[src/rtl/riscv_pkg.sv]
// Shared types for the memory port arbiter: default width, FSM state
// encoding and the grant-source encoding used to steer the payload latch.
package riscv_pkg;

  localparam int XLEN_DEF = 32;

  typedef enum logic [1:0] {
    ST_IDLE    = 2'd0,
    ST_IF_BUSY = 2'd1,
    ST_DM_BUSY = 2'd2
  } arb_state_e;

  typedef enum logic [1:0] {
    SRC_NONE = 2'd0,
    SRC_IF   = 2'd1,
    SRC_DM   = 2'd2
  } gnt_src_e;

endpackage

[src/rtl/mem_port_arbiter_if.sv]
// Bundle of every request/response/bus signal around the arbiter.
//
// Handshake: a requester raises *_req with its payload and holds both
// stable until the cycle *_gnt is high (combinational, same cycle); the
// request is consumed on that edge. Exactly one *_rvalid pulse later
// returns the response. On the shared bus, mem_req and its payload stay
// constant until the cycle mem_ready is high, which completes the transfer.
interface mem_port_arbiter_if
  import riscv_pkg::*;
#(
  parameter int XLEN = XLEN_DEF
);
  logic              if_req;
  logic [XLEN-1:0]   if_addr;
  logic              if_gnt;
  logic              if_rvalid;
  logic [XLEN-1:0]   if_rdata;

  logic              dm_req;
  logic              dm_we;
  logic [XLEN/8-1:0] dm_be;
  logic [XLEN-1:0]   dm_addr;
  logic [XLEN-1:0]   dm_wdata;
  logic              dm_gnt;
  logic              dm_rvalid;
  logic [XLEN-1:0]   dm_rdata;

  logic              mem_req;
  logic              mem_we;
  logic [XLEN/8-1:0] mem_be;
  logic [XLEN-1:0]   mem_addr;
  logic [XLEN-1:0]   mem_wdata;
  logic              mem_ready;
  logic [XLEN-1:0]   mem_rdata;

  logic              flush;
  logic              if_stall_req;
  logic              dm_stall_req;
  logic              bus_err;

  // Arbiter side
  modport slave (
    input  if_req, if_addr, dm_req, dm_we, dm_be, dm_addr, dm_wdata,
           mem_ready, mem_rdata, flush,
    output if_gnt, if_rvalid, if_rdata, dm_gnt, dm_rvalid, dm_rdata,
           mem_req, mem_we, mem_be, mem_addr, mem_wdata,
           if_stall_req, dm_stall_req, bus_err
  );

  // Requester / memory side
  modport master (
    output if_req, if_addr, dm_req, dm_we, dm_be, dm_addr, dm_wdata,
           mem_ready, mem_rdata, flush,
    input  if_gnt, if_rvalid, if_rdata, dm_gnt, dm_rvalid, dm_rdata,
           mem_req, mem_we, mem_be, mem_addr, mem_wdata,
           if_stall_req, dm_stall_req, bus_err
  );

endinterface

[src/rtl/bus_watchdog.sv]
// Counts busy bus cycles without mem_ready and flags expiry on the
// MAX_WAIT-th such cycle so the arbiter can abort the transfer.
module bus_watchdog #(
  parameter int MAX_WAIT = 15
) (
  input  logic clk,
  input  logic rst_n,
  input  logic start_i,
  input  logic ready_i,
  output logic expire_o
);
  localparam int CW = $clog2(MAX_WAIT + 1);

  logic          active_q;
  logic [CW-1:0] cnt_q;

  // cnt_q holds the number of earlier unanswered cycles of this transfer
  assign expire_o = active_q && !ready_i && (cnt_q == CW'(MAX_WAIT - 1));

  // Arm on grant, count waiting cycles, disarm on completion or expiry
  always_ff @(posedge clk) begin
    if (!rst_n) begin
      active_q <= 1'b0;
      cnt_q    <= '0;
    end else if (start_i) begin
      active_q <= 1'b1;
      cnt_q    <= '0;
    end else if (active_q) begin
      if (ready_i || expire_o) begin
        active_q <= 1'b0;
        cnt_q    <= '0;
      end else begin
        cnt_q <= cnt_q + 1'b1;
      end
    end
  end

endmodule

[src/rtl/mem_port_arbiter.sv]
// Arbitrates an instruction-fetch port and a data port onto one shared
// memory bus with a single outstanding transaction, starvation relief for
// fetches, flush-based fetch dropping and a wait-timeout abort.
module mem_port_arbiter
  import riscv_pkg::*;
#(
  parameter int XLEN       = XLEN_DEF,
  parameter int MAX_WAIT   = 15,
  parameter int STARVE_LIM = 4
) (
  input  logic                 clk,
  input  logic                 rst_n,
  mem_port_arbiter_if.slave    bus,
  output arb_state_e           dbg_state_o
);
  localparam int            SW         = $clog2(STARVE_LIM + 1);
  localparam logic [SW-1:0] STARVE_MAX = SW'(STARVE_LIM);

  arb_state_e        state_q, state_d;
  gnt_src_e          gnt_src;
  logic [SW-1:0]     starve_q, starve_d;
  logic              drop_q, drop_d;
  logic              if_win, dm_win, busy, done, kill_if, wd_expire;

  logic              mem_we_q;
  logic [XLEN/8-1:0] mem_be_q;
  logic [XLEN-1:0]   mem_addr_q, mem_wdata_q;
  logic              if_rvalid_q, dm_rvalid_q, bus_err_q;
  logic [XLEN-1:0]   if_rdata_q, dm_rdata_q;

  // Data port normally wins; a starved fetch wins once the limit is hit.
  // A flush vetoes any fetch grant in that cycle.
  assign if_win  = rst_n && bus.if_req && !bus.flush &&
                   (!bus.dm_req || (starve_q == STARVE_MAX));
  assign dm_win  = rst_n && bus.dm_req && !if_win;
  assign busy    = (state_q != ST_IDLE);
  assign done    = busy && (bus.mem_ready || wd_expire);
  assign kill_if = drop_q || bus.flush;
  assign drop_d  = (state_q == ST_IF_BUSY) && !done && kill_if;

  // Next state and grant source; grants exist only in IDLE
  always_comb begin
    state_d = state_q;
    gnt_src = SRC_NONE;
    case (state_q)
      ST_IDLE: begin
        if (if_win) begin
          gnt_src = SRC_IF;
          state_d = ST_IF_BUSY;
        end else if (dm_win) begin
          gnt_src = SRC_DM;
          state_d = ST_DM_BUSY;
        end
      end
      ST_IF_BUSY, ST_DM_BUSY: begin
        if (done) state_d = ST_IDLE;
      end
      default: state_d = ST_IDLE;
    endcase
  end

  // Starvation counter: counts data grants that bypassed a waiting fetch
  always_comb begin
    starve_d = starve_q;
    if (!bus.if_req || (gnt_src == SRC_IF)) begin
      starve_d = '0;
    end else if ((gnt_src == SRC_DM) && (starve_q != STARVE_MAX)) begin
      starve_d = starve_q + 1'b1;
    end
  end

  // FSM state register
  always_ff @(posedge clk) begin
    if (!rst_n) state_q <= ST_IDLE;
    else        state_q <= state_d;
  end

  // Payload latch, response registers, counters and the abort pulse
  always_ff @(posedge clk) begin
    if (!rst_n) begin
      starve_q    <= '0;
      drop_q      <= 1'b0;
      mem_we_q    <= 1'b0;
      mem_be_q    <= '0;
      mem_addr_q  <= '0;
      mem_wdata_q <= '0;
      if_rvalid_q <= 1'b0;
      dm_rvalid_q <= 1'b0;
      bus_err_q   <= 1'b0;
      if_rdata_q  <= '0;
      dm_rdata_q  <= '0;
    end else begin
      starve_q    <= starve_d;
      drop_q      <= drop_d;
      if_rvalid_q <= 1'b0;
      dm_rvalid_q <= 1'b0;
      bus_err_q   <= wd_expire;
      if (gnt_src == SRC_IF) begin
        mem_we_q    <= 1'b0;
        mem_be_q    <= '1;
        mem_addr_q  <= bus.if_addr;
        mem_wdata_q <= '0;
      end else if (gnt_src == SRC_DM) begin
        mem_we_q    <= bus.dm_we;
        mem_be_q    <= bus.dm_be;
        mem_addr_q  <= bus.dm_addr;
        mem_wdata_q <= bus.dm_wdata;
      end
      // A flushed fetch still finishes on the bus but returns nothing
      if (done && (state_q == ST_IF_BUSY) && !kill_if) begin
        if_rvalid_q <= 1'b1;
        if_rdata_q  <= wd_expire ? '0 : bus.mem_rdata;
      end
      if (done && (state_q == ST_DM_BUSY)) begin
        dm_rvalid_q <= 1'b1;
        dm_rdata_q  <= wd_expire ? '0 : bus.mem_rdata;
      end
    end
  end

  bus_watchdog #(
    .MAX_WAIT (MAX_WAIT)
  ) u_watchdog (
    .clk      (clk),
    .rst_n    (rst_n),
    .start_i  (gnt_src != SRC_NONE),
    .ready_i  (bus.mem_ready),
    .expire_o (wd_expire)
  );

  assign bus.if_gnt       = (gnt_src == SRC_IF);
  assign bus.dm_gnt       = (gnt_src == SRC_DM);
  assign bus.mem_req      = busy;
  assign bus.mem_we       = busy && mem_we_q;
  assign bus.mem_be       = busy ? mem_be_q    : '0;
  assign bus.mem_addr     = busy ? mem_addr_q  : '0;
  assign bus.mem_wdata    = busy ? mem_wdata_q : '0;
  assign bus.if_rvalid    = if_rvalid_q;
  assign bus.if_rdata     = if_rdata_q;
  assign bus.dm_rvalid    = dm_rvalid_q;
  assign bus.dm_rdata     = dm_rdata_q;
  assign bus.bus_err      = bus_err_q;
  assign bus.if_stall_req = bus.if_req && !if_rvalid_q;
  assign bus.dm_stall_req = bus.dm_req && !dm_rvalid_q;
  assign dbg_state_o      = state_q;

endmodule

[src/flat_wrapper.sv]
// flat-port wrapper written by rule: the top's interface ports become plain ports
module mem_port_arbiter_flat import riscv_pkg::*;
#(
  parameter int XLEN       = XLEN_DEF,
  parameter int MAX_WAIT   = 15,
  parameter int STARVE_LIM = 4
)
  (clk, rst_n, dbg_state_o, bus_if_req, bus_if_addr, bus_dm_req, bus_dm_we, bus_dm_be, bus_dm_addr, bus_dm_wdata, bus_mem_ready, bus_mem_rdata, bus_flush, bus_if_gnt, bus_if_rvalid, bus_if_rdata, bus_dm_gnt, bus_dm_rvalid, bus_dm_rdata, bus_mem_req, bus_mem_we, bus_mem_be, bus_mem_addr, bus_mem_wdata, bus_if_stall_req, bus_dm_stall_req, bus_bus_err);
  mem_port_arbiter_if #(.XLEN(XLEN)) bus_i ();
  input  logic clk;
  input  logic rst_n;
  output arb_state_e dbg_state_o;
  input wire logic [$bits(bus_i.if_req)-1:0] bus_if_req;
  input wire logic [$bits(bus_i.if_addr)-1:0] bus_if_addr;
  input wire logic [$bits(bus_i.dm_req)-1:0] bus_dm_req;
  input wire logic [$bits(bus_i.dm_we)-1:0] bus_dm_we;
  input wire logic [$bits(bus_i.dm_be)-1:0] bus_dm_be;
  input wire logic [$bits(bus_i.dm_addr)-1:0] bus_dm_addr;
  input wire logic [$bits(bus_i.dm_wdata)-1:0] bus_dm_wdata;
  input wire logic [$bits(bus_i.mem_ready)-1:0] bus_mem_ready;
  input wire logic [$bits(bus_i.mem_rdata)-1:0] bus_mem_rdata;
  input wire logic [$bits(bus_i.flush)-1:0] bus_flush;
  output wire logic [$bits(bus_i.if_gnt)-1:0] bus_if_gnt;
  output wire logic [$bits(bus_i.if_rvalid)-1:0] bus_if_rvalid;
  output wire logic [$bits(bus_i.if_rdata)-1:0] bus_if_rdata;
  output wire logic [$bits(bus_i.dm_gnt)-1:0] bus_dm_gnt;
  output wire logic [$bits(bus_i.dm_rvalid)-1:0] bus_dm_rvalid;
  output wire logic [$bits(bus_i.dm_rdata)-1:0] bus_dm_rdata;
  output wire logic [$bits(bus_i.mem_req)-1:0] bus_mem_req;
  output wire logic [$bits(bus_i.mem_we)-1:0] bus_mem_we;
  output wire logic [$bits(bus_i.mem_be)-1:0] bus_mem_be;
  output wire logic [$bits(bus_i.mem_addr)-1:0] bus_mem_addr;
  output wire logic [$bits(bus_i.mem_wdata)-1:0] bus_mem_wdata;
  output wire logic [$bits(bus_i.if_stall_req)-1:0] bus_if_stall_req;
  output wire logic [$bits(bus_i.dm_stall_req)-1:0] bus_dm_stall_req;
  output wire logic [$bits(bus_i.bus_err)-1:0] bus_bus_err;
  assign bus_i.if_req = bus_if_req;
  assign bus_i.if_addr = bus_if_addr;
  assign bus_i.dm_req = bus_dm_req;
  assign bus_i.dm_we = bus_dm_we;
  assign bus_i.dm_be = bus_dm_be;
  assign bus_i.dm_addr = bus_dm_addr;
  assign bus_i.dm_wdata = bus_dm_wdata;
  assign bus_i.mem_ready = bus_mem_ready;
  assign bus_i.mem_rdata = bus_mem_rdata;
  assign bus_i.flush = bus_flush;
  assign bus_if_gnt = bus_i.if_gnt;
  assign bus_if_rvalid = bus_i.if_rvalid;
  assign bus_if_rdata = bus_i.if_rdata;
  assign bus_dm_gnt = bus_i.dm_gnt;
  assign bus_dm_rvalid = bus_i.dm_rvalid;
  assign bus_dm_rdata = bus_i.dm_rdata;
  assign bus_mem_req = bus_i.mem_req;
  assign bus_mem_we = bus_i.mem_we;
  assign bus_mem_be = bus_i.mem_be;
  assign bus_mem_addr = bus_i.mem_addr;
  assign bus_mem_wdata = bus_i.mem_wdata;
  assign bus_if_stall_req = bus_i.if_stall_req;
  assign bus_dm_stall_req = bus_i.dm_stall_req;
  assign bus_bus_err = bus_i.bus_err;
  mem_port_arbiter #(.XLEN(XLEN), .MAX_WAIT(MAX_WAIT), .STARVE_LIM(STARVE_LIM)) u_core (.clk(clk), .rst_n(rst_n), .bus(bus_i), .dbg_state_o(dbg_state_o));
endmodule
[config.mk]
export PLATFORM = sky130hd
export DESIGN_NAME = mem_port_arbiter_flat
export DESIGN_NICKNAME = d
export VERILOG_FILES = /design/src/rtl/riscv_pkg.sv /design/src/rtl/mem_port_arbiter_if.sv /design/src/rtl/bus_watchdog.sv /design/src/rtl/mem_port_arbiter.sv /design/src/flat_wrapper.sv
export SDC_FILE = /design/constraint.sdc
export NUM_CORES = 1
export LEC_CHECK = 0
export ABC_AREA = 1
export BUFFER_PORTS_ARGS = -buffer_cell sky130_fd_sc_hd__buf_2
export CAP_MARGIN = 15
export CORE_MARGIN = 10
export CORE_UTILIZATION = 48
export DETAILED_ROUTE_END_ITERATION = 16
export GPL_TIMING_DRIVEN = 0
export PLACE_DENSITY_LB_ADDON = 0.25
export SYNTH_ARGS = -nofsm -noshare
export SYNTH_HDL_FRONTEND = slang
export SYNTH_SLANG_ARGS = --single-unit
[constraint.sdc]
create_clock -name clk -period 1.9 [get_ports clk]
set_input_delay 0.38 -clock clk [delete_from_list [all_inputs] [get_ports clk]]
set_output_delay 0.38 -clock clk [all_outputs]
set_load 0.1 [all_outputs]
Yosys cells after proc, flatten, opt, wreduce, memory -nomap -nowiden --
Cells that the tools add are included.
Operators by class: multiplexer cells 21, bitwise logic cells 1, eq/ne operators 9, reductions and logical operators 39, $add $sub $neg 2
Operator list (number):
- 2-to-1 mux 32 bit | 5
- logical AND 1 bit | 17
- 2-to-1 mux 4 bit | 4
- 2-to-1 mux 2 bit | 6
- zero test 1 bit | 9
- OR reduction 2 bit | 4
- nonzero test 2 bit | 3
- 2-to-1 mux 1 bit | 5
- adder 4 x 1 -> 4 bit (second input constant) | 1
- == test 2 x 1 -> 1 bit (second input constant) | 2
- == test 2 bit (second input constant) | 2
- == test 4 bit (second input constant) | 1
- logical OR 1 bit | 4
- case mux 2 bit (2 select lines) | 1
- adder 3 x 1 -> 3 bit (second input constant) | 1
- == test 3 bit (second input constant) | 1
- inequality test 3 x 1 -> 1 bit (second input constant) | 1
- inequality test 3 bit (second input constant) | 1
- zero test 2 bit | 1
- inequality test 2 x 1 -> 1 bit (second input constant) | 1
- AND reduction 2 bit | 1
- NOT 1 bit | 1
Word-level totals: flip-flop bits (word level) 147, input bits 139, output and inout port bits 143

Logic depth before layout (Yosys ltp) --
depth after elaboration 11, mapped depth 12

Modules after synthesis --
A second synthesis with hierarchy kept.
Unflattened totals: cell total of the unflattened synthesis 968, area, all modules 6620.1 um^2
Modules (own cells, without submodules):
- mem_port_arbiter | seq. area each 2842.7 um^2, instances 1, cells each 931, area each 6361.1 um^2
- bus_watchdog | seq. area each 100.1 um^2, instances 1, cells each 37, area each 259.0 um^2

Worst setup path before layout --
OpenSTA, ideal clock, no wires.
kind register to output, start point reg u_core.state_q[0] (netlist: u_core.dbg_state_o[0]), end point out bus_mem_addr[24], data arrival time 3.237 ns, stages on the path, launching flop included 7, slack -1.717 ns, required time 1.520 ns, path buffers 3, path through dfxtp_1 -> inv_1 -> ha_1 -> buf_2 -> buf_1 -> buf_1 -> nor2_1
On the way: longest elaborated chain between the ends 2
Ends and longest elaborated chain:
- start, declared | line mem_port_arbiter.sv:19 | arb_state_e state_q, state_d;
- start signal, assigned | line mem_port_arbiter.sv:75 | else state_q <= state_d;
- nonzero test 2 bit | line mem_port_arbiter.sv:36 | assign busy = (state_q != ST_IDLE);
- 2-to-1 mux 32 bit | line mem_port_arbiter.sv:136 | assign bus.mem_addr = busy ? mem_addr_q : '0;
- end, declared | line flat_wrapper.sv:32 | output wire logic [$bits(bus_i.mem_addr)-1:0] bus_mem_addr;
Every way passes these cells.

Worst setup path in the final report --
start point reg u_core.starve_q[1], end point reg u_core.mem_addr_q[5]
On the way: longest elaborated chain between the ends 10, elaborated cells between the ends (all ways) 12, those cells by class eq/ne: 3; mux: 4; reduce/logical: 5
Ends and longest elaborated chain:
- start, declared | line mem_port_arbiter.sv:21 | logic [SW-1:0] starve_q, starve_d;
- start signal, assigned | line mem_port_arbiter.sv:93 | starve_q <= starve_d;
- == test 3 bit (*) | line mem_port_arbiter.sv:34 | (!bus.dm_req || (starve_q == STARVE_MAX));
- logical OR 1 bit (*) | line mem_port_arbiter.sv:34
- logical AND 1 bit (*) | line mem_port_arbiter.sv:33 | assign if_win = rst_n && bus.if_req && !bus.flush &&
- zero test 1 bit | line mem_port_arbiter.sv:35 | assign dm_win = rst_n && bus.dm_req && !if_win;
- logical AND 1 bit | line mem_port_arbiter.sv:35
- 2-to-1 mux 2 bit | line mem_port_arbiter.sv:50 | end else if (dm_win) begin
- 2-to-1 mux 2 bit (*) | line mem_port_arbiter.sv:47 | if (if_win) begin
- 2-to-1 mux 2 bit (*) | line mem_port_arbiter.sv:45 | case (state_q)
- == test 2 x 1 -> 1 bit / == test 2 bit (equally long branches) | line mem_port_arbiter.sv:98, mem_port_arbiter.sv:103
- 2-to-1 mux 32 bit / nonzero test 2 bit (equally long branches)
- end signal, assigned | line mem_port_arbiter.sv:101 | mem_addr_q <= bus.if_addr;
- end signal, assigned | line mem_port_arbiter.sv:106 | mem_addr_q <= bus.dm_addr;
- end, declared | line mem_port_arbiter.sv:27 | logic [XLEN-1:0] mem_addr_q, mem_wdata_q;
Mark *: on every way between the ends. The rest lies on a longest branch, timed or not. A chain may end at the register's enable or synchronous reset.

==> run metrics <==
Non-Filler Instances=1,487; status=finished, violations left; crit-path most repeated cell=nand2_4; RSZ-0062 raised after global routing=yes; Slew @ Worst Pin=0.9216 ns; CP Data Arrival Time=2.42 ns; Total GRT Usage=30.13%; post-DR wirelength/cell=21.06 um; initial antenna violation count=2; DRT Pass-1 Iters=5; TritonCTS clock tree=yes; # Max-Cap Violations=0; number of global-route vias before repair=7,837; Vias=7,955; r2r setup slk=-0.26 ns; Max Root-Sink Buffers=2; Max FO, Critical Path=9; via-per-instance ratio=5.350; f_max=0.4631 GHz; Max stage delay on crit path=0.73 ns; Post-DP HPWL=17,090 um; worst hold margin=0.2360 ns; Std-Cell Rows=42; first-pass GRT wire length=43,350 um; share of post-route cells with drive strength above 1=40.79%; Final ANT Viol Nets=0; GP Congestion=0.8617; IO buf count=281; Fin. Hold Viols=0; io pins=282; Slowest cell on crit path=o21ai_0; Mapped Cells=966; hold crit path type=primary input to flip-flop; syn avg cell area=6.661 sq um; reg2reg start=u_core.starve_q[1]; chip width=135.8 um; failing checks=setup timing; root buffer cell=clkbuf_16; worst setup margin=-0.2594 ns; yosys warns=0; Final Setup Violations=140; Max VDD drop=0.6423 mV; core area=0.01319 sq mm; fin crit share=113.7%; area of the mapped netlist=0.006435 sq mm; Synth Net Count=1,112; DIE HEIGHT=135.8 um; crit path capture=u_core.mem_addr_q[5]; H-tree depth=4; critical path class=flip-flop to flip-flop; Worst slew margin=37.91%; clock sinks=147; drt drc=0; Starting DRT DRC Count=909; PD cells=766.1 mW/mm^2; Synth Register Bits=147; later-pin clock latency in the skew report=0.43 ns; area grow syn2layout=74.16%; WL final=31,310 um; crit-path cells=inv_2 > ha_4 > nand2_4 > nand2_4 > nand3_4 > buf_8 > buf_4 > o21ai_0 > nor3_1; total grt overflow=0; Worst Setup End Kind=flip-flop; R2R depth=9; Final Util=84.96%; starting density of the core=48.79%; Synth cell types=26; cts hold-fix bufs=0; clock skew=0.008429 ns; Nets=1,445; CP Data Required Time=2.16 ns; Critical R2R Capture=u_core.mem_addr_q[5]; leakage=0.005148 uW; Die Area=0.01844 sq mm; register area share after synthesis=45.73%; clock transition at the registers of the reported paths=0.06 ns; Final Max Slew Viols=0; largest net degree at the start of global routing=17; Inst Count DP=1,423; Worst Setup SP=u_core.starve_q[1]; fin crit period=2.159 ns; Hold Startpoint=bus_dm_addr[25]; TritonCTS buffer count=17; Setup crit start kind=flip-flop
area by class of cell:
| type | instances | area [sq um] |
|---|---|---|
| timing repair buffer | 314 | 2851 |
| antenna | 2 | 5.005 |
| tap | 176 | 220.2 |
| multi-input combinational | 604 | 3465 |
| sequential | 147 | 2953 |
| inverter | 159 | 619.3 |
| buffer | 56 | 489.2 |
| clock buffer | 20 | 446.7 |
| fill | 702 | 1983 |
| clock inverter | 9 | 157.7 |
power by group:
group | total, uW | switching [uW] | internal (uW) | leakage, uW
clock | 3540 | 1330 | 2210 | 0.000288
sequential | 3300 | 81.4 | 3220 | 0.00120
combinational | 1750 | 1180 | 567 | 0.00366
registers in the layout, summed over array words and instances (netlist names):
signal and count:
u_core.bus.bus_err 1, u_core.bus.dm_rdata 32, u_core.bus.dm_rvalid 1, u_core.bus.if_rdata 32
u_core.bus.if_rvalid 1, u_core.dbg_state_o 2, u_core.drop_q 1, u_core.mem_addr_q 32
u_core.mem_be_q 4, u_core.mem_wdata_q 32, u_core.mem_we_q 1, u_core.starve_q 3
u_core.u_watchdog.active_q 1, u_core.u_watchdog.cnt_q 4
logic make-up (layout without fill, tap and decap cells):
kind of cell / count (synthesis) / in the layout / share of synthesized area [%]
other: 0 / 2 / 0
and+or+nand+nor: 460 / 460 / 28.12
adders and majority gates: 7 / 7 / 1.361
xor gates and xnor gates: 4 / 4 / 0.5445
DFF: 147 / 147 / 45.73
AOI/OAI and AO/OA: 133 / 133 / 10.79
buffers and inverters: 215 / 558 / 13.46
through the flow:
stage | worst slack, ns | total power, uW | setup TNS [ns] | instance area (sq um)
2_1_floorplan | -0.1678 | 4326 | -18.55 | 7136
3_3_place_gp | -0.2901 | 4645 | -1.661 | 8762
3_5_place_dp | -0.2844 | 4666 | -2.543 | 8762
4_1_cts | -0.2112 | 8353 | -10.64 | 10710
5_1_grt | -0.3042 | 8787 | -23.11 | 11210
6_report | -0.2594 | 8586 | -14.89 | 11210
worst min path at each step:
| stage | to | cells after the start |
|---|---|---|
| finish | u_core.mem_addr_q[25] | 3 |
| CTS | u_core.mem_wdata_q[11] | 3 |
| floorplan | u_core.starve_q[1] | 2 |
| global placement | u_core.bus.dm_rdata[15] | 2 |
| global route | u_core.mem_be_q[2] | 5 |
| detailed placement | u_core.bus.dm_rdata[15] | 2 |
cell usage after synthesis, drive strengths merged:
| cell | count | area share, % |
|---|---|---|
| nor2 | 295 | 17 |
| inv | 159 | 9.3 |
| dfxtp | 147 | 46 |
| nand2 | 118 | 6.9 |
| o21ai | 84 | 6.6 |
| a21oi | 39 | 3.0 |
| buf | 37 | 3.0 |
| nor3 | 33 | 2.6 |
| clkbuf | 19 | 1.1 |
| nand3 | 11 | 1.0 |
| a211oi | 7 | 0.82 |
| ha | 7 | 1.4 |
| nand4 | 3 | 0.29 |
| o211ai | 3 | 0.35 |
| xor2 | 3 | 0.41 |
| xnor2 | 1 | 0.14 |
cell usage in the layout (no fill, tap or decap), types with 10 or more instances in the layout:
cell	Yosys	layout
a21oi_1	39	37
buf_12	0	76
buf_2	24	221
buf_4	3	30
buf_6	2	10
clkbuf_1	17	13
clkbuf_16	0	21
dfxtp_1	147	143
inv_1	156	150
nand2_1	117	86
nand2_2	1	20
nand2_4	0	12
nor2_1	294	201
nor2_2	0	12
nor2_4	1	82
nor3_1	33	31
o21ai_0	81	72
o21ai_1	2	11
timing repair:
item,4_1_cts,5_1_grt
buffers inserted,15,11
setup endpoints to repair,89,174
pin swaps,8,28
cloned,2,6
gates resized for setup,316,105
endpoints found under the hold margin,0,0
routing by layer:
metal	vias up	GRT usage, %	part of all wire [%]
li1	3579	-	-
met1	3614	31.45	35
met2	582	50.19	48
met3	178	11.20	11
met4	2	19.20	6.5
met5	-	0	0.045
critical path, delay by kind of cell, from the launching register on:
family	cells	cell delay [ns]
buffers and inverters	3	0.39
adders and majority gates	1	0.14
AOI/OAI and AO/OA	1	0.73
and+or+nand+nor	4	0.40
DFF	1	0.33
(Power assumes the default switching activity.)
